[config.mk]
export PLATFORM = sky130hd
export DESIGN_NAME = alu_serial_n
export DESIGN_NICKNAME = d
export VERILOG_FILES = /design/src/rtl/alu_serial_n.sv
export SDC_FILE = /design/constraint.sdc
export NUM_CORES = 1
export LEC_CHECK = 0
export CELL_PAD_IN_SITES_DETAIL_PLACEMENT = 1
export CELL_PAD_IN_SITES_GLOBAL_PLACEMENT = 1
export CORE_MARGIN = 2
export CORE_UTILIZATION = 35
export CTS_CLUSTER_DIAMETER = 100
export DETAILED_ROUTE_END_ITERATION = 8
export GPL_TIMING_DRIVEN = 0
export PLACE_DENSITY = 0.77
export SLEW_MARGIN = 20
export SYNTH_ARGS = -nofsm -noshare
export SYNTH_HDL_FRONTEND = slang
export SYNTH_SLANG_ARGS = --single-unit
export TNS_END_PERCENT = 20
[constraint.sdc]
create_clock -name clk -period 2.5 [get_ports clk]
set_input_delay 0.5 -clock clk [delete_from_list [all_inputs] [get_ports clk]]
set_output_delay 0.5 -clock clk [all_outputs]
set_load 0.005 [all_outputs]
[src/rtl/alu_serial_n.sv]
// Bit-serial six-operation ALU: processes WIDTH-bit operands one bit per clock
// through a single carry register, with a start/busy/done handshake.
module alu_serial_n #(
    parameter int WIDTH = 8
) (
    input  logic             clk,
    input  logic             reset,
    input  logic             start,
    input  logic [2:0]       select,
    input  logic [WIDTH-1:0] r2,
    input  logic [WIDTH-1:0] r3,
    input  logic             c_in,
    output logic             busy,
    output logic             done,
    output logic [WIDTH-1:0] out,
    output logic             c_out,
    output logic             zero,
    output logic             ovf
);

    localparam int CW = $clog2(WIDTH);
    localparam logic [CW-1:0] LAST = CW'(WIDTH - 1);

    localparam logic [2:0] OP_MOV = 3'b000;
    localparam logic [2:0] OP_NOT = 3'b001;
    localparam logic [2:0] OP_ADD = 3'b010;
    localparam logic [2:0] OP_SUB = 3'b011;
    localparam logic [2:0] OP_OR  = 3'b100;
    localparam logic [2:0] OP_AND = 3'b101;

    typedef enum logic [1:0] {
        IDLE = 2'd0,
        RUN  = 2'd1,
        DONE = 2'd2
    } state_t;

    state_t           state_r;
    logic [CW-1:0]    count_r;
    logic             carry_r;
    logic             cin_r;
    logic [2:0]       sel_r;
    logic [WIDTH-1:0] a_r;
    logic [WIDTH-1:0] b_r;
    logic [WIDTH-1:0] res_r;
    logic [WIDTH-1:0] out_r;
    logic             c_out_r;
    logic             zero_r;
    logic             ovf_r;
    logic             busy_r;
    logic             done_r;

    logic             res_bit_s;
    logic             carry_nxt_s;
    logic             arith_s;
    logic [WIDTH-1:0] res_nxt_s;
    logic             c_final_s;
    logic             ovf_final_s;
    logic             carry_load_s;

    // One-bit full adder: returns {carry_out, sum}.
    function automatic logic [1:0] full_add(input logic a, input logic b, input logic c);
        return {(a & b) | (a & c) | (b & c), a ^ b ^ c};
    endfunction

    // Per-bit datapath: operands are shifted right so bit 0 is always the current bit.
    always_comb begin
        res_bit_s   = 1'b0;
        carry_nxt_s = carry_r;
        arith_s     = 1'b0;
        case (sel_r)
            OP_MOV: res_bit_s = a_r[0];
            OP_NOT: res_bit_s = ~a_r[0];
            OP_ADD: begin
                {carry_nxt_s, res_bit_s} = full_add(a_r[0], b_r[0], carry_r);
                arith_s = 1'b1;
            end
            OP_SUB: begin
                {carry_nxt_s, res_bit_s} = full_add(a_r[0], ~b_r[0], carry_r);
                arith_s = 1'b1;
            end
            OP_OR:  res_bit_s = a_r[0] | b_r[0];
            OP_AND: res_bit_s = a_r[0] & b_r[0];
            default: res_bit_s = 1'b0;
        endcase

        res_nxt_s = {res_bit_s, res_r[WIDTH-1:1]};

        // Reserved opcodes report no carry; logic ops pass the latched carry-in through.
        if (arith_s) begin
            c_final_s = carry_nxt_s;
        end else if (sel_r[2:1] == 2'b11) begin
            c_final_s = 1'b0;
        end else begin
            c_final_s = cin_r;
        end

        // On the last bit, carry_r is the carry into the MSB.
        ovf_final_s = arith_s & (carry_r ^ carry_nxt_s);

        if (select == OP_ADD) begin
            carry_load_s = c_in;
        end else if (select == OP_SUB) begin
            carry_load_s = ~c_in;
        end else begin
            carry_load_s = 1'b0;
        end
    end

    // Control FSM, operand/result shift registers and registered outputs.
    always_ff @(posedge clk) begin
        if (reset) begin
            state_r <= IDLE;
            count_r <= '0;
            carry_r <= 1'b0;
            cin_r   <= 1'b0;
            sel_r   <= 3'b000;
            a_r     <= '0;
            b_r     <= '0;
            res_r   <= '0;
            out_r   <= '0;
            c_out_r <= 1'b0;
            zero_r  <= 1'b0;
            ovf_r   <= 1'b0;
            busy_r  <= 1'b0;
            done_r  <= 1'b0;
        end else begin
            case (state_r)
                IDLE: begin
                    done_r <= 1'b0;
                    if (start) begin
                        a_r     <= r2;
                        b_r     <= r3;
                        sel_r   <= select;
                        cin_r   <= c_in;
                        count_r <= '0;
                        carry_r <= carry_load_s;
                        res_r   <= '0;
                        busy_r  <= 1'b1;
                        state_r <= RUN;
                    end
                end
                RUN: begin
                    a_r     <= {1'b0, a_r[WIDTH-1:1]};
                    b_r     <= {1'b0, b_r[WIDTH-1:1]};
                    res_r   <= res_nxt_s;
                    carry_r <= carry_nxt_s;
                    if (count_r == LAST) begin
                        out_r   <= res_nxt_s;
                        c_out_r <= c_final_s;
                        zero_r  <= (res_nxt_s == {WIDTH{1'b0}});
                        ovf_r   <= ovf_final_s;
                        busy_r  <= 1'b0;
                        done_r  <= 1'b1;
                        state_r <= DONE;
                    end else begin
                        count_r <= count_r + CW'(1);
                    end
                end
                DONE: begin
                    done_r  <= 1'b0;
                    state_r <= IDLE;
                end
                default: begin
                    busy_r  <= 1'b0;
                    done_r  <= 1'b0;
                    state_r <= IDLE;
                end
            endcase
        end
    end

    assign busy  = busy_r;
    assign done  = done_r;
    assign out   = out_r;
    assign c_out = c_out_r;
    assign zero  = zero_r;
    assign ovf   = ovf_r;

endmodule
# After elaboration in Yosys (flattened, before gate mapping)

Cells that the tools add are included.

Register bits: 47
Input bits: 23
Word-level logic and storage cells: 86

Reductions and logical operators: 12
Equality and inequality tests: 14
Add/sub/neg operators: 1
Bitwise gates (word level): 21
Mux-type cells: 24

Operator list:

| cell                | count |
|---|---|
| $pmux 8 s2          | 3 |
| $mux 8              | 3 |
| $eq 3x2->1 const B  | 4 |
| $eq 3x3->1 const B  | 3 |
| $logic_not 8->1     | 1 |
| $mux 1              | 8 |
| $reduce_and 2->1    | 4 |
| $and 1x1->1         | 6 |
| $mux 3              | 2 |
| $ne 2x2->1 const B  | 3 |
| $pmux 1 s6          | 1 |
| $pmux 3 s2          | 1 |
| $reduce_and 3->1    | 2 |
| $not 1->1           | 5 |
| $or 1x1->1          | 5 |
| $xor 1x1->1         | 5 |
| $eq 2x2->1 const B  | 2 |
| $mux 2              | 2 |
| $pmux 1 s2          | 2 |
| $pmux 2 s2          | 1 |
| $reduce_or 2->1     | 2 |
| $add 3x1->3 const B | 1 |
| $eq 3x1->1 const B  | 1 |
| $logic_not 3->1     | 1 |
| other kinds (4)     | 4 |

# Longest topological paths before layout

Gate-level depths: netlist of run 1.

Word-level depth: 7
Gate-level depth with buffers: 7

# Least setup slack after synthesis of run 1

Ideal clock, no wire load.

Path kind: flip-flop to flip-flop
Start: register count_r[0]
End: register count_r[1]
Slack: 1.061 ns
Required time: 2.372 ns
Library setup time: 0.128 ns
Arrival: 1.312 ns
Cell stages (with the launch flop): 8
Cell sequence: dfxtp_1 ha_1 ha_1 buf_2 nor3b_1 nor2_1 a22oi_1 nor2_1

Longest elaborated chain between the ends: 3
Elaborated cells between the ends (all ways): 6
Those cells by class: add/sub (1); eq/ne (2); mux (2); reduce/logical (1)

RTL lines:

| what                                                  | RTL line | text |
|---|---|---|
| start: declaration                                    | 38       | `logic [CW-1:0] count_r;` |
| start signal: assignment                              | 156      | `count_r <= count_r + CW'(1);` |
| $add 3x1->3 / $eq 3x3->1 (equally long branches)      | 156, 147 |  |
| $mux 3 / $ne 2x2->1 (equally long branches)           | n/a      |  |
| $pmux 3 s2 / $reduce_and 3->1 (equally long branches) | n/a      |  |

Parallel ways exist; a longest one is shown, timed or not. The select of a mux whose other input is x is not followed.
A chain may end at the register's enable or synchronous reset.

# Final worst setup path of run 1

Start: register out_r[7], in the netlist out[7]
End: output out[7]

RTL lines:

| what                     | RTL line | text |
|---|---|---|
| start: declaration       | 45       | `logic [WIDTH-1:0] out_r;` |
| start signal: assignment | 148      | `out_r <= res_nxt_s;` |
| end: declaration         | 15       | `output logic [WIDTH-1:0] out,` |

No word-level cell between the ends.

==> results of run 1 <==
[routing by layer]
metal	wire length (microns)	up-vias	track usage (%)
met5	0	-	0
met4	62	0	5.085
met3	187	7	3.596
met2	2253	28	27.92
met1	2375	844	21.73
li1	-	877	-
[through the flow]
step,instance area (sq um),hold WS (ps)
2_1_floorplan,2054,445.4
5_1_grt,2564,482.5
4_1_cts,2564,460.7
6_report,2564,455.3
3_5_place_dp,2485,448.5
3_3_place_gp,2485,445.2
[power by group]
part           switching, mW  internal [mW]
logic                  0.114          0.107
registers             0.0281          0.767
clock network          0.254          0.188
total                  0.396           1.06
[flip-flops by register name, summed over array words and instances (netlist names)]
register and cells:
count_r 3, cin_r 1, out 8, c_out 1, res_r 7, b_r 8
state_r 2, zero 1, busy 1, sel_r 3, done 1, carry_r 1
ovf 1, a_r 8
[synthesized netlist by cell type (3+ instances only)]
cell      number  share of area, %
nand2_1       17               3.1
o21ai_0        4              0.97
nor2_1        40               7.3
nor3_1         3              0.73
dfxtp_1       46                45
nor2b_1        4               1.2
buf_4          3               1.1
nand2b_1       4               1.2
clkbuf_1       8               1.5
a211oi_1      14               5.1
buf_2          6               1.5
mux2i_1       19               9.3
a22oi_1       11               4.0
a21oi_1       15               3.7
[final cells by class]
class                           instances  area, sq um  share of cell area [%]
Multi-Input combinational cell        161         1032                   40.26
Sequential cell                        46        920.9                   35.92
Timing Repair Buffer                   34        340.3                   13.27
Buffer                                 18        93.84                   3.660
Tap cell                               72        90.09                   3.514
Clock buffer                            5        68.82                   2.684
Clock inverter                          2        10.01                  0.3904
Inverter                                2        7.507                  0.2928
[path summary, 6_finish.rpt]
check / startpoint / end / slack [ps]
max: out[7]$_SDFFE_PP0P_ / out[7] / 840
min: ovf$_SDFFE_PP0P_ / ovf$_SDFFE_PP0P_ / 460
max reg2reg: count_r[0]$_SDFFE_PP0P_ / count_r[1]$_SDFFE_PP0P_ / 890
min reg2reg: ovf$_SDFFE_PP0P_ / ovf$_SDFFE_PP0P_ / 460
[cell families (layout without fill, tap and decap cells)]
logic type / Yosys count / count (layout) / share of synthesized area (%)
multiplexers: 19 / 19 / 9.257
adder cells (fa/ha/maj): 3 / 3 / 1.766
buffers and inverters: 20 / 61 / 4.933
AND/OR/NAND/NOR: 84 / 84 / 19.43
XOR/XNOR: 3 / 3 / 1.645
flip-flops: 46 / 46 / 44.82
AO/OA/AOI/OAI: 52 / 52 / 18.15
==> reports/summary.json, run 1 <==
{
  "outcome": "finished, final reports clean",
  "critPathKind": "register to output port",
  "placeableCoreArea_sq_um": 5574,
  "vias_per_cell": 5.165,
  "min-delay-path-class": "register to register",
  "clock_path_buffers": 2,
  "worst_pin_slew_ps": 559.1,
  "core.rowCount": 27,
  "synth_async_sr_flop_share_pct": 0,
  "diodes": 0,
  "critical_path.cell_chain": "clkdlybuf4s50_1",
  "syn_area_sq_um": 2054,
  "initial_utilization_pct": 36.86,
  "path_buf_inv": 1,
  "critical_path_peak_fanout": 2,
  "cap_viol_max_count": 0,
  "ys_dominant_reg_cell": "dfxtp_1",
  "fillerInstances": 672,
  "cp_num_cells": 1,
  "clock-root-buffer": "clkbuf_8",
  "drt_pass1_iterations": 4,
  "dp_cells": 333,
  "cellLeakagePower_nw": 0.9909,
  "drc": 0,
  "drt_iter0_drc": 63,
  "finalNonFillerCells": 340,
  "grt_max_degree": 14,
  "yosys_warnings": 0,
  "max_clock_freq_mhz": 602.5,
  "global_route_wire_length_before_repair_microns": 8438,
  "setup_viol": 0,
  "final.setup_skew_ps": 7.141,
  "ioPinCount": 36,
  "layout-drive-gt1-share_pct": 9.701,
  "cts_tree": "yes",
  "worst_hold_path.num_cells": 2,
  "fin_nets": 293,
  "portBuffers": 34,
  "grt_setup_unrepaired": "false",
  "grt_pass1_vias": 1740,
  "final_min_period_over_clock_period_pct": 66.39,
  "placement.setup.worst_slack_ps": 542.3,
  "detail_route.wirelength_microns": 4878,
  "timing.critical_path.slowest_cell_delay_ps": 530,
  "layout.cells.most_common_list": "dfxtp_1 (46), nor2_1 (40), clkdlybuf4s50_1 (34)",
  "cp_data_arrival_time_ps": 1160,
  "area_growth_pct": 24.79,
  "crit_path_top_delay_cell": "clkdlybuf4s50_1",
  "die_y_microns": 80.62,
  "yosys_reg_bits": 46,
  "final_min_period_ps": 1660,
  "holdBufCountCts": 0,
  "critPathRequiredTime_ps": 2000,
  "postSynthNetCount": 252,
  "synth.lib_cells_used.distinct": 39,
  "routabilityCongestion": 0.7648,
  "worst_path_dominant_cell_family": "buffers and inverters",
  "synthesis.area_per_instance_sq_um": 9.051,
  "synth_enable_flop_cells": 0,
  "cts_num_sinks": 46,
  "chipWidth_microns": 80.62,
  "antenna_found_initial": 0,
  "r2r.worst_path.cells": 7,
  "grt_util_all_layers_pct": 16.79,
  "irDropWorstVdd_mv": 0.2583,
  "startpoint_type": "register",
  "total_number_of_vias": 1756,
  "insertion_delay_ps": 300,
  "h_tree_lvls": 2,
  "ant_nets": 0,
  "cts.clk_slew.worst_paths_ps": 90,
  "setup_tns_ps": 0,
  "routed_wire_length_per_instance_microns": 14.35,
  "postLayoutCoreUtil_pct": 45.99,
  "fin_total_pwr_mw": 1.458,
  "hold_violations": 0,
  "power.density_nw_per_um2": 568.7,
  "cts_setup_buffers": 0,
  "worst_setup_path_end_kind": "output port",
  "cts_repair_resize_count": 0,
  "cts_inserted_buffers": 5,
  "max-slew-margin-rel_pct": 62.72,
  "grt.overflow.total": 0,
  "detailed_place_hpwl_microns": 3590,
  "timing.final.max_slew_violations": 0,
  "floorplan.die_area_sq_um": 6499,
  "seq_total_area_yosys_pct": 44.82,
  "fin_ws_ps": 840.3,
  "syn_inst": 227,
  "mostFrequentLayoutCell": "dfxtp_1"
}
(Power assumes the default switching activity.)
==> run 2, diff against run 1 <==
--- a/config.mk
+++ b/config.mk
@@ -12,7 +12,7 @@
 export CTS_CLUSTER_DIAMETER = 100
 export DETAILED_ROUTE_END_ITERATION = 8
 export GPL_TIMING_DRIVEN = 0
-export PLACE_DENSITY = 0.77
+export PLACE_DENSITY = 0.8
 export SLEW_MARGIN = 20
 export SYNTH_ARGS = -nofsm -noshare
 export SYNTH_HDL_FRONTEND = slang
==> constraint.sdc (replaced) <==
create_clock -name clk -period 1.4 [get_ports clk]
set_input_delay 0.28 -clock clk [delete_from_list [all_inputs] [get_ports clk]]
set_output_delay 0.28 -clock clk [all_outputs]
set_load 0.005 [all_outputs]
==> reports/summary.json, run 2 (same netlist as run 1, synthesis figures left out) <==
{
  "outcome": "finished, final reports clean",
  "ioPinCount": 36,
  "setup_viol": 0,
  "area_growth_pct": 35.32,
  "drt_iter0_drc": 72,
  "reg2reg_setup_slack_ps": 9,
  "cellLeakagePower_nw": 1.155,
  "grt_pass1_vias": 1765,
  "h_tree_lvls": 2,
  "grt_setup_unrepaired": "true",
  "critical_path_peak_fanout": 9,
  "startpoint_type": "register",
  "die_y_microns": 80.62,
  "clock-root-buffer": "clkbuf_8",
  "layout-drive-gt1-share_pct": 23.02,
  "hold_violations": 0,
  "fin_total_pwr_mw": 2.762,
  "cap_viol_max_count": 0,
  "max_clock_freq_mhz": 719.0,
  "grt_util_all_layers_pct": 17.23,
  "placement.cell_area_sq_um": 2490,
  "power.density_nw_per_um2": 993.6,
  "postLayoutCellArea_sq_um": 2780,
  "final_min_period_ps": 1391,
  "setup_tns_ps": 0,
  "timing.final.max_slew_violations": 0,
  "routabilityCongestion": 0.7597,
  "mostFrequentLayoutCell": "nor2_1",
  "initial_utilization_pct": 36.86,
  "fin_ws_ps": 9.196,
  "vias_per_cell": 5.280,
  "final_min_period_over_clock_period_pct": 99.34,
  "layout.cells.most_common_list": "nor2_1 (39), dfxtp_1 (32), clkdlybuf4s50_1 (20)",
  "min-delay-path-class": "input port to register",
  "placeableCoreArea_sq_um": 5574,
  "cts_num_sinks": 46,
  "critPathKind": "register to register",
  "worst_setup_path_end_kind": "register",
  "grt.overflow.total": 0,
  "max-slew-margin-rel_pct": 59.02,
  "final.setup_skew_ps": 5.147,
  "portBuffers": 34,
  "holdBufCountCts": 0,
  "cts.clk_slew.worst_paths_ps": 90,
  "clock_path_buffers": 2,
  "floorplan.die_area_sq_um": 6499,
  "antenna_found_initial": 0,
  "global_route_wire_length_before_repair_microns": 8618,
  "drt_pass1_iterations": 4,
  "cts_inserted_buffers": 5,
  "grt_max_degree": 15,
  "detailed_place_hpwl_microns": 3833,
  "fin_worst_hold_slack_ps": 385.2,
  "core.rowCount": 27,
  "chipWidth_microns": 80.62,
  "cts_tree": "yes",
  "ant_nets": 0,
  "cp_data_arrival_time_ps": 1620,
  "fin_nets": 302,
  "critPathRequiredTime_ps": 1620,
  "total_number_of_vias": 1848,
  "routed_wire_length_per_instance_microns": 16.35,
  "detail_route.wirelength_microns": 5724,
  "drc": 0,
  "diodes": 0,
  "placement.setup.worst_slack_ps": -365.6,
  "worst_pin_slew_ps": 614.7,
  "insertion_delay_ps": 300,
  "irDropWorstVdd_mv": 0.5267
}
-- run 2: changes by cell type in the layout (fill, tap and decap cells not counted), moves of 3 or more --
cell | previous run | this run
dfxtp_1 | 46 | 32
buf_4 | 3 | 12
dlygate4sd2_1 | 0 | 12
clkdlybuf4s50_1 | 34 | 20
dfxtp_2 | 0 | 13
clkbuf_1 | 8 | 5
-- run 2: final cells by class --
class,instances,area (sq um)
inverter,2,7.507
tap,72,90.09
buffer,17,122.6
clock buffer,6,82.58
sequential,46,940.9
timing repair buffer,44,420.4
clock inverter,2,12.51
fill,684,2794
multi-input combinational,161,1104
-- run 2: final timing paths --
path	to	cells past startpoint	from
worst max register to register	res_r[7]$_SDFFE_PP0P_	5	a_r[0]$_SDFFE_PP0P_
worst max-delay path	res_r[7]$_SDFFE_PP0P_	5	a_r[0]$_SDFFE_PP0P_
worst min-delay path	done$_SDFFE_PP0P_	2	reset
worst min register to register	ovf$_SDFFE_PP0P_	2	ovf$_SDFFE_PP0P_
-- run 2: through the flow --
| step | std cells | utilization, % |
|---|---|---|
| floorplan | 227 | - |
| global placement | 333 | 44.67 |
| detailed placement | 333 | 44.67 |
| CTS | 341 | 47.14 |
| global route | 350 | 49.88 |
| finish | 350 | 49.88 |
-- run 2: per-layer routing --
| metal | up-vias | wire length (microns) | track usage [%] |
|---|---|---|---|
| li1 | 899 | - | - |
| met1 | 906 | 2523 | 20.99 |
| met2 | 36 | 2984 | 30.75 |
| met3 | 7 | 156 | 3.034 |
| met4 | 0 | 59 | 5.085 |
| met5 | - | 0 | 0 |
-- run 2: where the power goes --
part           leakage (nW)  switching (mW)  total (mW)  internal (mW)
sequential            0.382          0.0631        1.44           1.37
combinational         0.726           0.225       0.455          0.230
clock                0.0472           0.474       0.871          0.398
total                  1.16           0.762        2.76           2.00
-- run 2: worst max-delay path: stages, from the launching register on --
cell	delay [ps]
dfxtp_1	310
buf_4	170
xnor2_2	250
and4_4	290
a211oi_2	60
a211oi_2	240
-- run 2: timing repair --
item                                    CTS  global route
gates cloned                              0             2
endpoints found under the setup margin   39            36
buffers inserted                          1             7
endpoints found under the hold margin     0             0
resized for setup                        37            20
pin swaps                                 2             0
==> run 3, diff against run 2 <==
--- a/config.mk
+++ b/config.mk
@@ -17,4 +17,3 @@
 export SYNTH_ARGS = -nofsm -noshare
 export SYNTH_HDL_FRONTEND = slang
 export SYNTH_SLANG_ARGS = --single-unit
-export TNS_END_PERCENT = 20
==> reports/summary.json, run 3 (same netlist as run 1, synthesis figures left out) <==
{
  "fillerInstances": 682,
  "portBuffers": 34,
  "cts_tree": "yes",
  "min-delay-path-class": "input port to register",
  "grt_max_degree": 15,
  "diodes": 0,
  "outcome": "finished, final reports clean",
  "clock_path_buffers": 2,
  "routed_wire_length_per_instance_microns": 16.44,
  "global_route_wire_length_before_repair_microns": 8832,
  "total_number_of_vias": 1825,
  "ant_nets": 0,
  "drt_iter0_drc": 83,
  "ioPinCount": 36,
  "chipWidth_microns": 80.62,
  "critPathKind": "register to register",
  "final_min_period_over_clock_period_pct": 96.46,
  "initial_utilization_pct": 36.86,
  "cts_num_sinks": 46,
  "final.setup_skew_ps": 3.641,
  "routabilityCongestion": 0.7597,
  "max_clock_freq_mhz": 740.5,
  "grt_pass1_vias": 1787,
  "grt.overflow.total": 0,
  "use_met3_pct": 3.371,
  "power.density_nw_per_um2": 997.5,
  "fin_ws_ps": 49.60,
  "cts.clk_slew.worst_paths_ps": 90,
  "layout-drive-gt1-share_pct": 23.19,
  "worst_setup_path_end_kind": "register",
  "grt_busiest_layer": "met2",
  "setup_tns_ps": 0,
  "cts_inserted_buffers": 5,
  "cellLeakagePower_nw": 1.141,
  "mostFrequentLayoutCell": "nor2_1",
  "grt_util_met2_pct": 31.08,
  "clock-root-buffer": "clkbuf_8",
  "area_growth_pct": 34.35,
  "startpoint_type": "register",
  "setup_viol": 0,
  "critPathRequiredTime_ps": 1610,
  "hold_violations": 0,
  "placement.setup.worst_slack_ps": -365.6,
  "floorplan.die_area_sq_um": 6499,
  "die_y_microns": 80.62,
  "cap_viol_max_count": 0,
  "insertion_delay_ps": 310,
  "globalRouteMet1Util_pct": 21.82,
  "max-slew-margin-rel_pct": 61.16,
  "layout.cells.most_common_list": "nor2_1 (39), dfxtp_1 (31), clkdlybuf4s50_1 (20)",
  "fin_nets": 300,
  "holdBufCountCts": 0,
  "grt_util_all_layers_pct": 17.67,
  "timing.final.max_slew_violations": 0,
  "core.rowCount": 27,
  "drt_pass1_iterations": 4,
  "final_min_period_ps": 1350,
  "critical_path_peak_fanout": 9,
  "vias_per_cell": 5.244,
  "irDropWorstVdd_mv": 0.5532,
  "h_tree_lvls": 2,
  "detailed_place_hpwl_microns": 3833,
  "grt_setup_unrepaired": "true",
  "antenna_found_initial": 0,
  "cp_data_arrival_time_ps": 1560,
  "drc": 0,
  "placeableCoreArea_sq_um": 5574,
  "worst_pin_slew_ps": 582.6,
  "detail_route.wirelength_microns": 5720
}
[run 3: changes by cell type in the layout (fill, tap and decap cells not counted), sizes merged]
cell          before  now
clkbuf            13   14
dlygate4sd2       12   13
buf               20   17
dlymetal6s2s       2    1
[run 3: cell type report]
| cell class | count | area, sq um | area share (%) |
|---|---|---|---|
| Multi-Input combinational cell | 161 | 1109 | 40.16 |
| Sequential cell | 46 | 944.7 | 34.22 |
| Timing Repair Buffer | 43 | 394.1 | 14.28 |
| Buffer | 16 | 120.1 | 4.352 |
| Tap cell | 72 | 90.09 | 3.264 |
| Clock buffer | 6 | 82.58 | 2.992 |
| Clock inverter | 2 | 12.51 | 0.4533 |
| Inverter | 2 | 7.507 | 0.2720 |
[run 3: routing by layer]
layer,share of wire (%),wire length (microns)
met5,0,0
met4,1.3,77
met3,4.4,249
met2,50,2874
met1,44,2519
[run 3: worst paths after layout]
path | startpoint | endpoint | slack (ps) | depth (start not counted)
worst max-delay path | a_r[0]$_SDFFE_PP0P_ | zero$_SDFFE_PP0P_ | 50 | 5
worst min-delay path | reset | done$_SDFFE_PP0P_ | 370 | 2
worst min register to register | ovf$_SDFFE_PP0P_ | ovf$_SDFFE_PP0P_ | 450 | 2
worst max register to register | a_r[0]$_SDFFE_PP0P_ | zero$_SDFFE_PP0P_ | 50 | 5
[run 3: timing repair]
item / 4_1_cts / 5_1_grt
endpoints found under the setup margin: 39 / 23
pin swaps: 4 / 4
gates resized for setup: 43 / 20
buffers inserted: 5 / 4
[run 3: per-stage QoR]
| step | util (%) | power [mW] | std cells | cell area (sq um) | hold slack (ps) |
|---|---|---|---|---|---|
| 3_3_place_gp | 44.67 | 1.836 | 333 | 2490 | 443.1 |
| 3_5_place_dp | 44.67 | 1.854 | 333 | 2490 | 445.9 |
| 6_report | 49.52 | 2.753 | 348 | 2760 | 368.4 |
| 2_1_floorplan | - | 1.701 | 227 | 2059 | 418.7 |
| 4_1_cts | 48.13 | 2.731 | 345 | 2683 | 375.1 |
| 5_1_grt | 49.52 | 2.862 | 348 | 2760 | 388.1 |
[run 3: critical path: stages, from the launching register on]
cell and delay (ps):
dfxtp_1 320, buf_6 140, xnor2_2 240, and4_4 290, nor4_2 50, a32o_1 210
[run 3: power by group]
part,switching (mW),internal [mW]
Combinational,0.221,0.228
Sequential,0.0644,1.37
Clock,0.471,0.397
